**src/rtl/rom_stream_rx_pkg.sv**
```systemverilog
// Shared definitions for the ROM byte source and UART receive path.
package rom_stream_rx_pkg;

   // Receiver FSM encoding
   typedef logic [1:0] rx_state_t;
   localparam rx_state_t StIdle  = 2'd0;
   localparam rx_state_t StStart = 2'd1;
   localparam rx_state_t StData  = 2'd2;
   localparam rx_state_t StStop  = 2'd3;

   // Clock cycles per serial bit, integer division
   function automatic int unsigned clks_per_bit(input int unsigned clk_freq,
                                                input int unsigned baudrate);
      return clk_freq / baudrate;
   endfunction

   // ROM image: ASCII '0' upwards; caller truncates to the word width
   function automatic logic [31:0] rom_word(input logic [31:0] a);
      return 32'h30 + a;
   endfunction

endpackage

```
**src/rtl/rom_stream_rx_if.sv**
```systemverilog
// Bundle of fetch and serial-receive signals shared by source and sink.
interface rom_stream_rx_if #(
   parameter int unsigned ADDR_WIDTH = 5,
   parameter int unsigned DATA_WIDTH = 8
);
   logic                  next;
   logic [ADDR_WIDTH-1:0] addr;
   logic [DATA_WIDTH-1:0] rom_data;
   logic                  line;
   logic [DATA_WIDTH-1:0] receive_data;
   logic                  ready;
   logic                  frame_err;

   // Driver of next/line (transmitter side)
   modport master (
      output next, line,
      input  addr, rom_data, receive_data, ready, frame_err
   );

   // The rom_stream_rx block itself
   modport slave (
      input  next, line,
      output addr, rom_data, receive_data, ready, frame_err
   );
endinterface

```
**src/rtl/rom_stream_rx_uart_rx_core.sv**
```systemverilog
// 8N1 UART receiver: 2-flop synchronizer, framing FSM, shift register.
module uart_rx_core
   import rom_stream_rx_pkg::*;
#(
   parameter int unsigned CLKS_PER_BIT = 4,
   parameter int unsigned DATA_WIDTH   = 8
) (
   input  logic                  clk,
   input  logic                  rst_n,
   input  logic                  line,
   output logic [DATA_WIDTH-1:0] receive_data,
   output logic                  ready,
   output logic                  frame_err
);

   localparam int unsigned HALF_BIT = CLKS_PER_BIT / 2;
   localparam int unsigned CNT_W    = $clog2(CLKS_PER_BIT);
   localparam int unsigned IDX_W    = (DATA_WIDTH > 1) ? $clog2(DATA_WIDTH) : 1;

   logic                  sync1_q, line_s_q;
   rx_state_t             state_q, state_d;
   logic [CNT_W-1:0]      cnt_q, cnt_d;
   logic [IDX_W-1:0]      idx_q, idx_d;
   logic [DATA_WIDTH-1:0] shift_q, shift_d;
   logic [DATA_WIDTH-1:0] data_q, data_d;
   logic                  armed_q, armed_d;
   logic                  ready_q, ready_d;
   logic                  ferr_q, ferr_d;

   // Two-flop synchronizer; resets to the idle-high level
   always_ff @(posedge clk) begin
      if (!rst_n) begin
         sync1_q  <= 1'b1;
         line_s_q <= 1'b1;
      end else begin
         sync1_q  <= line;
         line_s_q <= sync1_q;
      end
   end

   // Next-state logic for framing, bit timing and strobes
   always_comb begin
      state_d = state_q;
      cnt_d   = cnt_q;
      idx_d   = idx_q;
      shift_d = shift_q;
      data_d  = data_q;
      // A line held low out of reset must not be taken as a start bit
      armed_d = armed_q | line_s_q;
      ready_d = 1'b0;
      ferr_d  = 1'b0;
      unique case (state_q)
         StIdle: begin
            cnt_d = '0;
            if (armed_q && !line_s_q) state_d = StStart;
         end
         StStart: begin
            if (cnt_q == CNT_W'(HALF_BIT - 1)) begin
               cnt_d   = '0;
               idx_d   = '0;
               state_d = line_s_q ? StIdle : StData;
            end else begin
               cnt_d = cnt_q + 1'b1;
            end
         end
         StData: begin
            if (cnt_q == CNT_W'(CLKS_PER_BIT - 1)) begin
               cnt_d   = '0;
               shift_d = {line_s_q, shift_q[DATA_WIDTH-1:1]};
               if (idx_q == IDX_W'(DATA_WIDTH - 1)) state_d = StStop;
               else                                 idx_d   = idx_q + 1'b1;
            end else begin
               cnt_d = cnt_q + 1'b1;
            end
         end
         StStop: begin
            if (cnt_q == CNT_W'(CLKS_PER_BIT - 1)) begin
               cnt_d   = '0;
               state_d = StIdle;
               if (line_s_q) begin
                  data_d  = shift_q;
                  ready_d = 1'b1;
               end else begin
                  ferr_d = 1'b1;
               end
            end else begin
               cnt_d = cnt_q + 1'b1;
            end
         end
         default: state_d = StIdle;
      endcase
   end

   // Receiver state registers
   always_ff @(posedge clk) begin
      if (!rst_n) begin
         state_q <= StIdle;
         cnt_q   <= '0;
         idx_q   <= '0;
         shift_q <= '0;
         data_q  <= '0;
         armed_q <= 1'b0;
         ready_q <= 1'b0;
         ferr_q  <= 1'b0;
      end else begin
         state_q <= state_d;
         cnt_q   <= cnt_d;
         idx_q   <= idx_d;
         shift_q <= shift_d;
         data_q  <= data_d;
         armed_q <= armed_d;
         ready_q <= ready_d;
         ferr_q  <= ferr_d;
      end
   end

   assign receive_data = data_q;
   assign ready        = ready_q;
   assign frame_err    = ferr_q;

endmodule

```
**src/rtl/rom_stream_rx.sv**
```systemverilog
// Byte-stream ROM source with address fetcher, plus UART receive sink.
module rom_stream_rx
   import rom_stream_rx_pkg::*;
#(
   parameter int unsigned CLK_FREQ   = 38400,
   parameter int unsigned BAUDRATE   = 9600,
   parameter int unsigned ADDR_WIDTH = 5,
   parameter int unsigned DATA_WIDTH = 8
) (
   input logic            clk,
   input logic            rst_n,
   rom_stream_rx_if.slave bus
);

   localparam int unsigned CLKS_PER_BIT = clks_per_bit(CLK_FREQ, BAUDRATE);

   logic [ADDR_WIDTH-1:0] addr_q;
   logic [DATA_WIDTH-1:0] rom_data_q;

   // Fetch address advances on every cycle with next high, wrapping naturally
   always_ff @(posedge clk) begin
      if (!rst_n) addr_q <= '0;
      else if (bus.next) addr_q <= addr_q + 1'b1;
   end

   // Registered ROM read of the current address
   always_ff @(posedge clk) begin
      if (!rst_n) rom_data_q <= '0;
      else        rom_data_q <= DATA_WIDTH'(rom_word(32'(addr_q)));
   end

   assign bus.addr     = addr_q;
   assign bus.rom_data = rom_data_q;

   uart_rx_core #(
      .CLKS_PER_BIT (CLKS_PER_BIT),
      .DATA_WIDTH   (DATA_WIDTH)
   ) u_rx (
      .clk          (clk),
      .rst_n        (rst_n),
      .line         (bus.line),
      .receive_data (bus.receive_data),
      .ready        (bus.ready),
      .frame_err    (bus.frame_err)
   );

endmodule

```
**src/flat_wrapper.sv**
```systemverilog
// flat-port wrapper written by rule: the top's interface ports become plain ports
module rom_stream_rx_flat import rom_stream_rx_pkg::*;
#(
   parameter int unsigned CLK_FREQ   = 38400,
   parameter int unsigned BAUDRATE   = 9600,
   parameter int unsigned ADDR_WIDTH = 5,
   parameter int unsigned DATA_WIDTH = 8
)
  (clk, rst_n, bus_next, bus_line, bus_addr, bus_rom_data, bus_receive_data, bus_ready, bus_frame_err);
  rom_stream_rx_if #(.ADDR_WIDTH(ADDR_WIDTH), .DATA_WIDTH(DATA_WIDTH)) bus_i ();
  input logic clk;
  input logic rst_n;
  input wire logic [$bits(bus_i.next)-1:0] bus_next;
  input wire logic [$bits(bus_i.line)-1:0] bus_line;
  output wire logic [$bits(bus_i.addr)-1:0] bus_addr;
  output wire logic [$bits(bus_i.rom_data)-1:0] bus_rom_data;
  output wire logic [$bits(bus_i.receive_data)-1:0] bus_receive_data;
  output wire logic [$bits(bus_i.ready)-1:0] bus_ready;
  output wire logic [$bits(bus_i.frame_err)-1:0] bus_frame_err;
  assign bus_i.next = bus_next;
  assign bus_i.line = bus_line;
  assign bus_addr = bus_i.addr;
  assign bus_rom_data = bus_i.rom_data;
  assign bus_receive_data = bus_i.receive_data;
  assign bus_ready = bus_i.ready;
  assign bus_frame_err = bus_i.frame_err;
  rom_stream_rx #(.CLK_FREQ(CLK_FREQ), .BAUDRATE(BAUDRATE), .ADDR_WIDTH(ADDR_WIDTH), .DATA_WIDTH(DATA_WIDTH)) u_core (.clk(clk), .rst_n(rst_n), .bus(bus_i));
endmodule
```
**config.mk**
```make
export PLATFORM = sky130hd
export DESIGN_NAME = rom_stream_rx_flat
export DESIGN_NICKNAME = d
export VERILOG_FILES = /design/src/rtl/rom_stream_rx_pkg.sv /design/src/rtl/rom_stream_rx_if.sv /design/src/rtl/rom_stream_rx_uart_rx_core.sv /design/src/rtl/rom_stream_rx.sv /design/src/flat_wrapper.sv
export SDC_FILE = /design/constraint.sdc
export NUM_CORES = 1
export LEC_CHECK = 0
export CAP_MARGIN = 20
export CORE_ASPECT_RATIO = 1.2
export CORE_UTILIZATION = 50
export CTS_CLUSTER_SIZE = 25
export DETAILED_ROUTE_END_ITERATION = 6
export PLACE_DENSITY = 0.81
export SLEW_MARGIN = 5
export SYNTH_ARGS = -nofsm -noshare
export SYNTH_HDL_FRONTEND = slang
export SYNTH_SLANG_ARGS = --single-unit
```
**constraint.sdc**
```tcl
create_clock -name clk -period 1.8 [get_ports clk]
set_input_delay 0.27 -clock clk [delete_from_list [all_inputs] [get_ports clk]]
set_output_delay 0.27 -clock clk [all_outputs]
set_load 0.02 [all_outputs]
```
# ---- Yosys cells after proc, flatten, opt, wreduce, memory -nomap -nowiden
# Cells that the tools add are included.
dict set report word_totals {
  reg_bits 41
  word_cells 55
  inputBits 4
}
dict set report classes {
  addsub 4
  bitwise_logic 1
  n_reduce_logical 10
  muxes 16
  eq_ne 12
}
# op n
set op_table {}
lappend op_table {{2-bit 2-to-1 mux} 8}
lappend op_table {{2-bit inequality test, second input constant} 6}
lappend op_table {{3-bit 2-to-1 mux} 3}
lappend op_table {{2-bit one-hot mux with 4 select lines} 1}
lappend op_table {{6-bit by 5-bit adder with 7-bit output, first input constant} 1}
lappend op_table {{2-bit == test, second input constant} 3}
lappend op_table {{2-bit one-hot mux with 3 select lines} 1}
lappend op_table {{3-bit one-hot mux with 2 select lines} 1}
lappend op_table {{3-bit AND reduction} 2}
lappend op_table {{5-bit by 1-bit adder with 5-bit output, second input constant} 1}
lappend op_table {{5-bit AND reduction} 1}
lappend op_table {{2-bit by 1-bit == test with 1-bit output, second input constant} 2}
lappend op_table {{4-bit AND reduction} 1}
lappend op_table {{3-bit by 1-bit adder with 3-bit output, second input constant} 1}
lappend op_table {{3-bit == test, second input constant} 1}
lappend op_table {{2-bit by 1-bit adder with 2-bit output, second input constant} 1}
lappend op_table {{2-bit zero test} 1}
lappend op_table {{1-bit 2-to-1 mux} 2}
lappend op_table {{2-bit AND reduction} 1}
lappend op_table {{2-bit nonzero test} 1}
lappend op_table {{2-bit OR reduction} 1}
lappend op_table {{1-bit logical AND} 1}
lappend op_table {{1-bit zero test} 1}
lappend op_table {{1-bit OR} 1}

# ---- Depth between registers and ports, before layout
# Gate-level depths: netlist of the first run.
dict set report depth {
  depth_word 4
  ltp_mapped 5
}

# ---- Modules after synthesis
# Synthesis of the first run repeated with hierarchy kept, for this count alone.
dict set report unflattened {
  cells_unflattened 166
  hier_area_um2 1582.8
}
# module seq_area_each_um2 area_per_inst_um2 cells_per_inst instances
set modules_own_cells {}
lappend modules_own_cells {uart_rx_core 560.5 1177.4 131 1}
lappend modules_own_cells {rom_stream_rx 220.2 405.4 35 1}

# ---- Worst setup path after synthesis of the first run
# Ideal clock, no wire load.
dict set report synth_timing {
  kind {register to register}
  startpoint {register u_core.u_rx.idx_q[0]}
  endpoint {register u_core.u_rx.idx_q[0]}
  path_slack_ps 415
  arrival_time_ps 1313
  path_stages_with_launch 6
  path_cell_list {dfxtp_1 > ha_1 > ha_1 > nand2b_1 > o32ai_4 > mux2i_1}
}
dict set report synth_between {
  elab_chain_cells 4
  word_cells_on_any_way 7
  classes_between {add/sub: 1; eq/ne: 2; mux: 3; reduce/logical: 1}
}
# element line_no
set synth_rtl {}
lappend synth_rtl {{start: declaration} rom_stream_rx_uart_rx_core.sv:23} ;# logic [IDX_W-1:0] idx_q, idx_d;
lappend synth_rtl {{start signal: assignment} rom_stream_rx_uart_rx_core.sv:108} ;# idx_q <= idx_d;
lappend synth_rtl {{3-bit by 1-bit adder with 3-bit output} rom_stream_rx_uart_rx_core.sv:71} ;# else idx_d = idx_q + 1'b1;
lappend synth_rtl {{3-bit 2-to-1 mux} rom_stream_rx_uart_rx_core.sv:70} ;# if (idx_q == IDX_W'(DATA_WIDTH - 1)) state_d = StStop;
lappend synth_rtl {{3-bit 2-to-1 mux} rom_stream_rx_uart_rx_core.sv:67} ;# if (cnt_q == CNT_W'(CLKS_PER_BIT - 1)) begin
lappend synth_rtl {{3-bit one-hot mux with 2 select lines} rom_stream_rx_uart_rx_core.sv:52} ;# unique case (state_q)
# Several ways; a longest one is shown, not always the timed one. The select of a mux whose other input is x is not followed.
# A chain may end at the register's enable or synchronous reset.

# ---- Worst setup path after layout of the first run
dict set report layout_timing {
  startpoint {register u_core.addr_q[0] (netlist: u_core.bus.addr[0])}
  endpoint {output port bus_addr[0]}
}
# element line_no
set layout_lines {}
lappend layout_lines {{start: declaration} rom_stream_rx.sv:17} ;# logic [ADDR_WIDTH-1:0] addr_q;
lappend layout_lines {{start signal: assignment} rom_stream_rx.sv:23} ;# else if (bus.next) addr_q <= addr_q + 1'b1;
lappend layout_lines {{end: declaration} flat_wrapper.sv:15} ;# output wire logic [$bits(bus_i.addr)-1:0] bus_addr;
# No word-level cell between the ends.

==> run_results.csv, run 1 <==
group,metric,value,unit
status,status,"finished, final reports clean",
setup_path,crit_slowest_cell,"sky130_fd_sc_hd__clkdlybuf4s50_1",
sta,setup_viol,0,
cells_and_area,finalNetCount,199,
setup_path,worstPathCellList,"clkdlybuf4s50_1",
floorplanning,floorplan.die.height,63.2,microns
detailed_routing,postRouteWirelength,2680,microns
sta,max_slew.worst_pin.slew,541,ps
clock_network,insertion_delay_of_the_later_clocked_pin_in_the_worst_skew_pair,340,ps
cells_and_area,nFillCells,241,
detailed_routing,detail_route.vias_per_cell,5.23,
synthesis,syn_inst,165,
cells_and_area,final_core_utilization,64.5,%
synthesis,synthesis.nets,175,
detailed_routing,drt_first_pass_iters,4,
sta,min_period_over_period,93.5,%
sta,fmax,0.594,GHz
pwr,power_report.internal_total,1070,uW
synthesis,area_share_of_the_leading_cell_type_in_the_synthesized_netlist,50.0,%
setup_path,cp.arrival,1410,ps
synthesis,ys_top_cells_by_area,"sky130_fd_sc_hd__dfxtp_1, sky130_fd_sc_hd__nand3_1, sky130_fd_sc_hd__nand2_1, sky130_fd_sc_hd__ha_1, sky130_fd_sc_hd__nor2_1",
sta,report.final.hold_viol_count,0,
pwr,cellPowerDensity,755,nW/um^2
cells_and_area,register_area,781,sq um
placed_design,gp_routability_congestion,0.720,
cells_and_area,drive_above_1_share,8.95,%
pwr,cellLeakagePower,0.000713,uW
grt,antenna_found_initial,0,
clock_network,cts.htree.levels,2,
cells_and_area,layout_overhead_on_the_synthesized_area,19.4,%
sta,timing.setup.tns,0,ps
job,max_cap_violations,0,
setup_path,timing.critical_path.max_delay_family,"buffers and inverters",
pwr,post-layout-total-power,1410,uW
pwr,peak_supply_drop,596,uV
grt,maximum_number_of_pins_on_one_net_before_global_route_repair,30,
floorplanning,coreArea,2890,sq um
clock_network,clock_sink_count,39,
floorplanning,initial_core_util,54.1,%
setup_path,setup.worst_path.start_class,"flop",
placed_design,place.port_buffers,25,
placed_design,hpwl_after_detailed_placement,1920,microns
sta,timing.max_slew.rel_slack,63.9,%
clock_network,ctsResizeCount,0,
synthesis,seq_area_frac_synth,50.0,%
detailed_routing,post-route-drc-count,0,
cells_and_area,multiInputGateArea,689,sq um
sta,slew_violations,0,
clock_network,clock_path_buffers,2,
detailed_routing,routed-via-count,1172,
floorplanning,io-pin-count,27,
grt,global_route.overflow_total,0,
min_path,min-delay-path-class,"reg -> reg",
placed_design,place_inst,216,
floorplanning,die_width,53.0,microns
setup_path,critical_path.endpoint_type,"output pin",
clock_network,post_cts_repair_setup_buffers,0,
floorplanning,rows,21,
synthesis,post_synth_num_cell_types,32,
setup_path,data_required_critical_path,1530,ps
synthesis,syn-mean-instance-area,9.47,sq um
sta,period_needed,1680,ps
sta,rsz0062_at_grt,"no",
clock_network,clock_pin_slew_reported_for_the_worst_setup_and_hold_paths_after_clock_tree_synthesis,110,ps
setup_path,critical_path.max_fanout,5,
synthesis,ys.warnings.count,0,
synthesis,syn-cell-area,1560,sq um
cells_and_area,antenna_cells,0,
grt,global_route.usage.total,19.2,%
pwr,power.switching,343,uW
setup_path,worstPathBufferInverterCount,1,
floorplanning,fp.dieArea,3350,sq um
sta,post-route-worst-setup-slack,118,ps
grt,number_of_global_route_vias_before_repair,1124,
clock_network,post_cts_hold_buffer_count,0,
pwr,p_seq_share,63.3,%
pwr,combPwrFrac,6.0,%
pwr,switching_share,24.3,%
synthesis,synth_seq_cells,39,
placed_design,dpl_worst_slack,298,ps
detailed_routing,initialDrtViolationCount,21,
grt,wire_length_of_the_first_global_routing_pass,4780,microns
detailed_routing,post_drt_wl_per_cell,12.0,microns
detailed_routing,ant_nets,0,
synthesis,post-synth-top-area-cell,"sky130_fd_sc_hd__dfxtp_1",
setup_path,cp_slowest_stage_delay,640,ps
pwr,p_clk_share,30.7,%
clock_network,cts_tree,"built",
sta,clock_skew,10.1,ps
clock_network,tritoncts.num_buffers,5,
setup_path,setup.worst_path.class,"reg -> out",
cells_and_area,final-instance-count-excl-fill,224,
clock_network,buffer_cell_driving_the_clock_tree_root,"sky130_fd_sc_hd__clkbuf_4",
[through the flow]
step | area [sq um] | hold slack, ps
global route | 1870 | 451
detailed placement | 1810 | 410
floorplan | 1560 | 371
CTS | 1870 | 437
finish | 1870 | 429
global placement | 1810 | 398
[synthesized netlist by cell type, drive strengths merged]
cell,number
mux2i,5
buf,9
nor2,14
ha,6
nand3,17
clkbuf,3
a21oi,8
dfxtp,39
conb,1
a32oi,1
nor3,1
and2b,1
nand2b,3
mux2,1
inv,5
nor4b,1
xnor2,1
a311oi,1
and2,5
nand4,3
o32ai,1
nand2,23
xor2,3
nand3b,3
a221oi,1
o21ai,8
nor3b,1
[flip-flops by register name, indices dropped and copies added (netlist names), named ones only]
register                  count
u_core.bus.addr               5
u_core.bus.rom_data           6
u_core.u_rx.armed_q           1
u_core.u_rx.cnt_q             2
u_core.u_rx.frame_err         1
u_core.u_rx.idx_q             3
u_core.u_rx.line_s_q          1
u_core.u_rx.ready             1
u_core.u_rx.receive_data      8
u_core.u_rx.shift_q           8
u_core.u_rx.state_q           1
u_core.u_rx.sync1_q           1
[final cells by class]
type | instances | area share, %
Sequential cell | 39 | 41.9
Multi-Input combinational cell | 109 | 37.0
Timing Repair Buffer | 29 | 15.0
Tap cell | 34 | 2.28
Clock buffer | 6 | 2.21
Inverter | 5 | 1.01
Clock inverter | 2 | 0.671
[power by group through the flow]
stage | Sequential [uW] | Clock [uW] | Combinational [uW]
after CTS | 892 | 455 | 84.8
final | 892 | 433 | 84.1
after floorplan | 918 | 0 | 44.5
after global routing | 894 | 483 | 91.6
after global placement | 910 | 0 | 82.8
after detailed placement | 911 | 0 | 84.4
[path summary, 6_finish.rpt]
| path | depth (start not counted) | slack, ps | start | endpoint |
|---|---|---|---|---|
| worst max-delay path | 1 | 120 | u_core.bus.addr[0]$_SDFFE_PN0P_ | bus_addr[0] |
| worst min register to register | 1 | 430 | u_core.u_rx.sync1_q$_SDFF_PN1_ | u_core.u_rx.line_s_q$_SDFF_PN1_ |
| worst min-delay path | 1 | 430 | u_core.u_rx.sync1_q$_SDFF_PN1_ | u_core.u_rx.line_s_q$_SDFF_PN1_ |
| worst max register to register | 5 | 280 | u_core.u_rx.idx_q[0]$_SDFFE_PN0P_ | u_core.u_rx.idx_q[2]$_SDFFE_PN0P_ |
[worst reg2reg max path, stage by stage, from the launching register on]
cell and delay, ps:
sky130_fd_sc_hd__dfxtp_1 340, sky130_fd_sc_hd__ha_1 200, sky130_fd_sc_hd__ha_1 200, sky130_fd_sc_hd__nand2b_1 170, sky130_fd_sc_hd__o32ai_4 310, sky130_fd_sc_hd__mux2i_1 230
[per-layer routing]
| layer | share of wire, % | routed length [microns] | GRT usage, % |
|---|---|---|---|
| met2 | 51 | 1380 | 34.3 |
| met3 | 4.0 | 106 | 5.07 |
| met1 | 43 | 1140 | 20.3 |
| met4 | 2.1 | 57 | 7.89 |
| met5 | 0 | 0 | 0 |
[layout by cell type (no fill, tap or decap), types with 2 or more instances in the layout]
master,instances
sky130_fd_sc_hd__a21oi_1,8
sky130_fd_sc_hd__and2_1,5
sky130_fd_sc_hd__buf_4,4
sky130_fd_sc_hd__clkbuf_4,5
sky130_fd_sc_hd__clkdlybuf4s50_1,25
sky130_fd_sc_hd__dfxtp_1,39
sky130_fd_sc_hd__ha_1,6
sky130_fd_sc_hd__inv_1,5
sky130_fd_sc_hd__mux2i_1,5
sky130_fd_sc_hd__nand2_1,22
sky130_fd_sc_hd__nand2b_1,3
sky130_fd_sc_hd__nand3_1,17
sky130_fd_sc_hd__nand3b_1,2
sky130_fd_sc_hd__nand4_1,2
sky130_fd_sc_hd__nor2_1,14
sky130_fd_sc_hd__o21ai_0,8
sky130_fd_sc_hd__xor2_1,3
[logic make-up (layout without fill, tap and decap cells)]
group | after synthesis | after routing | synth area share (%)
compound gates | 20 | 20 | 8.57
buf+inv | 17 | 42 | 5.92
simple gates | 72 | 72 | 24.3
fa+ha+maj | 6 | 6 | 4.80
flops | 39 | 39 | 50.0
mux | 6 | 6 | 3.92
xor+xnor | 4 | 4 | 2.24
other cells | 1 | 1 | 0.240
Power figures use the tool's default switching activity.
==> run 2: changes to the inputs <==
--- a/config.mk
+++ b/config.mk
@@ -5,8 +5,10 @@
 export SDC_FILE = /design/constraint.sdc
 export NUM_CORES = 1
 export LEC_CHECK = 0
+export ABC_AREA = 1
 export CAP_MARGIN = 20
 export CORE_ASPECT_RATIO = 1.2
+export CORE_MARGIN = 3
 export CORE_UTILIZATION = 50
 export CTS_CLUSTER_SIZE = 25
 export DETAILED_ROUTE_END_ITERATION = 6
==> run_results.csv, run 2 <==
group,metric,value,unit
status,status,"finished, final reports clean",
grt,global_route.overflow_total,0,
detailed_routing,ant_nets,0,
setup_path,cp.arrival,1400,ps
synthesis,post-synth-top-area-cell,"sky130_fd_sc_hd__dfxtp_1",
cells_and_area,drive_above_1_share,11.6,%
synthesis,syn-cell-area,1580,sq um
clock_network,buffer_cell_driving_the_clock_tree_root,"sky130_fd_sc_hd__clkbuf_4",
synthesis,ys.warnings.count,0,
min_path,min-delay-path-class,"reg -> reg",
detailed_routing,initialDrtViolationCount,24,
synthesis,ys_top_cells_by_count,"sky130_fd_sc_hd__nor2_1, sky130_fd_sc_hd__dfxtp_1, sky130_fd_sc_hd__nand2_1",
setup_path,critical_path.max_fanout,6,
sta,fmax,0.600,GHz
sta,slew_violations,0,
clock_network,ctsResizeCount,0,
synthesis,synth_seq_cells,39,
pwr,post-layout-total-power,1800,uW
placed_design,gp_routability_congestion,0.824,
clock_network,clock_pin_slew_reported_for_the_worst_setup_and_hold_paths_after_clock_tree_synthesis,110,ps
setup_path,cp_slowest_stage_delay,640,ps
cells_and_area,finalNetCount,225,
placed_design,dpl_worst_slack,292,ps
grt,wire_length_of_the_first_global_routing_pass,4400,microns
grt,antenna_found_initial,0,
detailed_routing,postRouteWirelength,2560,microns
clock_network,tritoncts.num_buffers,5,
detailed_routing,post_drt_wl_per_cell,10.2,microns
setup_path,data_required_critical_path,1530,ps
placed_design,hpwl_after_detailed_placement,1830,microns
pwr,cellLeakagePower,0.000801,uW
floorplanning,io-pin-count,27,
pwr,switching_share,22.2,%
sta,period_needed,1670,ps
cells_and_area,mostFrequentLayoutCell,"sky130_fd_sc_hd__nor2_1",
clock_network,post_cts_repair_setup_buffers,0,
grt,global_routing_met3_resource_utilization,5.16,%
sta,min_period_over_period,92.5,%
setup_path,critical_path.endpoint_type,"output pin",
grt,grt_busiest_layer,"met2",
setup_path,setup.worst_path.start_class,"flop",
grt,number_of_global_route_vias_before_repair,1043,
grt,maximum_number_of_pins_on_one_net_before_global_route_repair,23,
synthesis,seq_area_frac_synth,49.5,%
floorplanning,die_width,57.3,microns
placed_design,place.port_buffers,25,
clock_network,cts_tree,"built",
sta,rsz0062_at_grt,"no",
sta,setup_viol,0,
sta,report.final.hold_viol_count,0,
floorplanning,initial_core_util,54.5,%
synthesis,synthesis.nets,199,
grt,use_met2,24.4,%
floorplanning,coreArea,2890,sq um
pwr,power.switching,400,uW
clock_network,cts.htree.levels,2,
setup_path,crit_slowest_cell,"sky130_fd_sc_hd__clkdlybuf4s50_1",
floorplanning,fp.dieArea,3870,sq um
clock_network,post_cts_hold_buffer_count,0,
setup_path,worstPathCellList,"clkdlybuf4s50_1",
pwr,p_seq_share,51.0,%
clock_network,clock_sink_count,39,
clock_network,clock_path_buffers,2,
pwr,combPwrFrac,10.2,%
detailed_routing,drt_first_pass_iters,4,
sta,timing.setup.tns,0,ps
synthesis,syn_inst,189,
synthesis,synth_most_common_cell,"sky130_fd_sc_hd__nor2_1",
setup_path,timing.critical_path.max_delay_family,"buffers and inverters",
pwr,peak_supply_drop,897,uV
detailed_routing,detail_route.vias_per_cell,4.80,
pwr,power_report.internal_total,1400,uW
pwr,cellPowerDensity,938,nW/um^2
detailed_routing,routed-via-count,1199,
setup_path,worstPathBufferInverterCount,1,
synthesis,post_synth_num_cell_types,28,
detailed_routing,post-route-drc-count,0,
synthesis,synth_ff_type,"sky130_fd_sc_hd__dfxtp_1",
sta,post-route-worst-setup-slack,134,ps
pwr,p_clk_share,38.8,%
floorplanning,rows,21,
synthesis,ys_top_cells_by_area,"sky130_fd_sc_hd__dfxtp_1, sky130_fd_sc_hd__nor2_1, sky130_fd_sc_hd__o21ai_0, sky130_fd_sc_hd__ha_1, sky130_fd_sc_hd__nand2_1",
synthesis,syn-mean-instance-area,8.34,sq um
synthesis,synth-edff-count,0,
grt,global_route.usage.total,14.9,%
synthesis,area_share_of_the_leading_cell_type_in_the_synthesized_netlist,49.5,%
floorplanning,floorplan.die.height,67.5,microns
cells_and_area,mostFrequentLayoutCells,"sky130_fd_sc_hd__nor2_1, sky130_fd_sc_hd__dfxtp_1, sky130_fd_sc_hd__clkdlybuf4s50_1",
cells_and_area,antenna_cells,0,
sta,clock_skew,9.09,ps
synthesis,postSynth.asyncResetShare,0,%
job,max_cap_violations,0,
setup_path,setup.worst_path.class,"reg -> out",
clock_network,insertion_delay_of_the_later_clocked_pin_in_the_worst_skew_pair,330,ps
cells_and_area,layout_overhead_on_the_synthesized_area,22.0,%
grt,met1_usage,17.1,%
-- run 2: cell count changes after synthesis, moves of 5 or more --
cell | before | now
sky130_fd_sc_hd__mux2i_1 | 5 | 0
sky130_fd_sc_hd__and2_1 | 5 | 0
sky130_fd_sc_hd__nand3_1 | 17 | 7
sky130_fd_sc_hd__nor2_1 | 14 | 42
sky130_fd_sc_hd__inv_1 | 5 | 15
sky130_fd_sc_hd__o21ai_0 | 8 | 19
-- run 2: kinds of logic (layout without fill, tap and decap cells) --
logic type      Yosys count  in the layout  synth area share (%)
simple gates             81             81                  24.6
flops                    39             39                  49.5
compound gates           35             35                  12.1
buf+inv                  27             54                  8.73
fa+ha+maj                 6              6                  4.76
other cells               1              1                 0.238
-- run 2: cell type report --
type / count / area (sq um)
fill: 244 / 967
sequential: 39 / 781
multi-input combinational: 123 / 658
timing repair buffer: 27 / 265
inverter: 19 / 75.1
clock inverter: 2 / 60.1
tap: 34 / 42.5
clock buffer: 6 / 41.3
-- run 2: final timing paths --
| path | startpoint | end | slack (ps) | cells after the start |
|---|---|---|---|---|
| worst min register to register | u_core.u_rx.sync1_q$_SDFF_PN1_ | u_core.u_rx.line_s_q$_SDFF_PN1_ | 410 | 1 |
| worst max register to register | u_core.u_rx.cnt_q[0]$_SDFF_PN0_ | u_core.u_rx.idx_q[1]$_SDFFE_PN0P_ | 320 | 8 |
| worst min-delay path | u_core.u_rx.sync1_q$_SDFF_PN1_ | u_core.u_rx.line_s_q$_SDFF_PN1_ | 410 | 1 |
| worst max-delay path | u_core.bus.addr[0]$_SDFFE_PN0P_ | bus_addr[0] | 130 | 1 |
-- run 2: through the flow --
step	util (%)	cell area, sq um	hold slack (ps)	cells
floorplan	-	1580	359	189
CTS	66.5	1920	410	250
detailed placement	63.0	1820	400	242
global placement	63.0	1820	397	242
finish	66.5	1920	411	250
global route	66.5	1920	441	250
-- run 2: power groups by stage --
| stage | Clock [uW] | Sequential [uW] | Combinational (uW) |
|---|---|---|---|
| finish | 700 | 919 | 184 |
| global route | 763 | 924 | 208 |
| CTS | 724 | 919 | 185 |
| detailed placement | 0 | 938 | 184 |
| global placement | 0 | 937 | 181 |
| floorplan | 0 | 937 | 145 |
-- run 2: per-layer routing --
metal / share of wire [%] / up-vias
met5: 0 / -
li1: - / 651
met4: 1.8 / 0
met3: 5.5 / 4
met1: 48 / 518
met2: 45 / 26
-- run 2: worst reg2reg max path, stage by stage, from the launching register on --
cell                      delay (ps)
sky130_fd_sc_hd__dfxtp_1         380
sky130_fd_sc_hd__ha_1            350
sky130_fd_sc_hd__inv_2            90
sky130_fd_sc_hd__nand3_2          80
sky130_fd_sc_hd__nand2_2          80
sky130_fd_sc_hd__a21oi_4         190
sky130_fd_sc_hd__nand2_1          70
sky130_fd_sc_hd__o21ai_1          70
sky130_fd_sc_hd__nor2_1           50
==> run 3: changes to the inputs <==
==> constraint.sdc (replaced) <==
create_clock -name clk -period 2 [get_ports clk]
set_input_delay 0.3 -clock clk [delete_from_list [all_inputs] [get_ports clk]]
set_output_delay 0.3 -clock clk [all_outputs]
set_load 0.02 [all_outputs]
==> run_results.csv, run 3 (same netlist as run 2, synthesis figures left out) <==
group,metric,value,unit
cells_and_area,register_area,781,sq um
detailed_routing,post-route-drc-count,0,
sta,period_needed,1710,ps
pwr,peak_supply_drop,531,uV
placed_design,gp_routability_congestion,0.777,
floorplanning,coreArea,2890,sq um
sta,timing.max_slew.rel_slack,66.5,%
floorplanning,initial_core_util,54.5,%
grt,global_route.overflow_total,0,
clock_network,cts.htree.levels,2,
clock_network,post_cts_hold_buffer_count,0,
cells_and_area,drive_above_1_share,11.6,%
setup_path,cp_slowest_stage_delay,640,ps
setup_path,worst_r2r_startpoint,"u_core.u_rx.cnt_q[0]$_SDFF_PN0_",
floorplanning,die_width,57.3,microns
setup_path,setup.worst_path.class,"reg -> out",
cells_and_area,mostFrequentLayoutCells,"sky130_fd_sc_hd__nor2_1, sky130_fd_sc_hd__dfxtp_1, sky130_fd_sc_hd__clkdlybuf4s50_1",
grt,maximum_number_of_pins_on_one_net_before_global_route_repair,21,
grt,wire_length_of_the_first_global_routing_pass,4770,microns
detailed_routing,post_drt_wl_per_cell,10.8,microns
sta,timing.hold.ws,425,ps
cells_and_area,nFillCells,251,
grt,global_routing_met3_resource_utilization,5.54,%
detailed_routing,ant_nets,0,
setup_path,crit_slowest_cell,"sky130_fd_sc_hd__clkdlybuf4s50_1",
sta,fmax,0.586,GHz
min_path,hold_path.startpoint,"u_core.u_rx.sync1_q$_SDFF_PN1_",
setup_path,worstPathCellList,"clkdlybuf4s50_1",
grt,global_route.usage.total,16.2,%
clock_network,insertion_delay_of_the_later_clocked_pin_in_the_worst_skew_pair,340,ps
cells_and_area,multiInputGateArea,658,sq um
clock_network,tritoncts.num_buffers,5,
setup_path,regToRegSetupSlack,530,ps
sta,timing.setup.tns,0,ps
setup_path,setup.worst_path.start,"u_core.bus.addr[1]$_SDFFE_PN0P_",
pwr,cellPowerDensity,732,nW/um^2
clock_network,clock_path_buffers,2,
detailed_routing,postRouteWirelength,2700,microns
clock_network,ctsResizeCount,0,
cells_and_area,mostFrequentLayoutCell,"sky130_fd_sc_hd__nor2_1",
sta,clock_skew,9.03,ps
sta,max_slew.worst_pin.slew,501,ps
floorplanning,io-pin-count,27,
placed_design,hpwl_after_detailed_placement,1930,microns
grt,antenna_found_initial,0,
setup_path,timing.critical_path.max_delay_family,"buffers and inverters",
clock_network,post_cts_repair_setup_buffers,0,
clock_network,cts_tree,"built",
floorplanning,rows,21,
sta,rsz0062_at_grt,"no",
clock_network,buffer_cell_driving_the_clock_tree_root,"sky130_fd_sc_hd__clkbuf_4",
clock_network,clock_sink_count,39,
setup_path,ff2ff_path_depth,8,
setup_path,critical_path.max_fanout,5,
status,status,"finished, final reports clean",
sta,setup_viol,0,
detailed_routing,initialDrtViolationCount,20,
sta,report.final.hold_viol_count,0,
job,max_cap_violations,0,
grt,grt_busiest_layer,"met2",
min_path,min_to,"u_core.u_rx.line_s_q$_SDFF_PN1_",
setup_path,cp.arrival,1410,ps
floorplanning,fp.dieArea,3870,sq um
sta,min_period_over_period,85.3,%
setup_path,worstPathBufferInverterCount,1,
floorplanning,floorplan.die.height,67.5,microns
grt,number_of_global_route_vias_before_repair,1106,
setup_path,data_required_critical_path,1700,ps
cells_and_area,antenna_cells,0,
sta,slew_violations,0,
grt,met1_usage,18.9,%
setup_path,critical_path.endpoint_type,"output pin",
detailed_routing,detail_route.vias_per_cell,4.90,
setup_path,setup.worst_path.start_class,"flop",
min_path,min-delay-path-class,"reg -> reg",
cells_and_area,finalNetCount,225,
detailed_routing,drt_first_pass_iters,4,
placed_design,place.port_buffers,25,
clock_network,clock_pin_slew_reported_for_the_worst_setup_and_hold_paths_after_clock_tree_synthesis,110,ps
min_path,hold_path_depth,1,
pwr,cellLeakagePower,0.000776,uW
setup_path,r2r_end,"u_core.u_rx.idx_q[0]$_SDFFE_PN0P_",
cells_and_area,layout_overhead_on_the_synthesized_area,19.0,%
detailed_routing,routed-via-count,1225,
grt,use_met2,27.1,%
run 3: per-layer routing:
layer	part of all wire (%)	up-vias
li1	-	651
met1	47	541
met2	46	28
met3	5.0	5
met4	1.7	0
met5	0	-
run 3: cell type report:
cell class                      count  area share (%)
Timing Repair Buffer               27            14.1
Inverter                           19            4.00
Tap cell                           34            2.27
Clock inverter                      2           0.667
Clock buffer                        6            2.20
Sequential cell                    39            41.6
Multi-Input combinational cell    123            35.1
run 3: worst max-delay path by stage:
stage | end | slack (ps) | cells after the start
after detailed placement | u_core.bus.addr[3]$_SDFFE_PN0P_ | 550 | 5
final | bus_addr[1] | 290 | 1
after global routing | bus_addr[0] | 200 | 1
after global placement | u_core.u_rx.idx_q[2]$_SDFFE_PN0P_ | 570 | 8
after floorplan | u_core.u_rx.idx_q[0]$_SDFFE_PN0P_ | 700 | 8
after CTS | bus_addr[1] | 260 | 1
run 3: metrics by stage:
step,worst slack [ps],utilization [%],total power (uW),area [sq um],cells
2_1_floorplan,702,-,973,1580,189
3_3_place_gp,571,63.0,1000,1820,242
3_5_place_dp,549,63.0,1010,1820,242
4_1_cts,262,64.9,1390,1880,250
5_1_grt,204,64.9,1450,1880,250
6_report,294,64.9,1370,1880,250
run 3: where the power goes:
part / total [uW] / internal [uW] / switching [uW]
Clock: 385 / 136 / 249
Sequential: 834 / 802 / 31.5
Combinational: 154 / 66.7 / 87.7
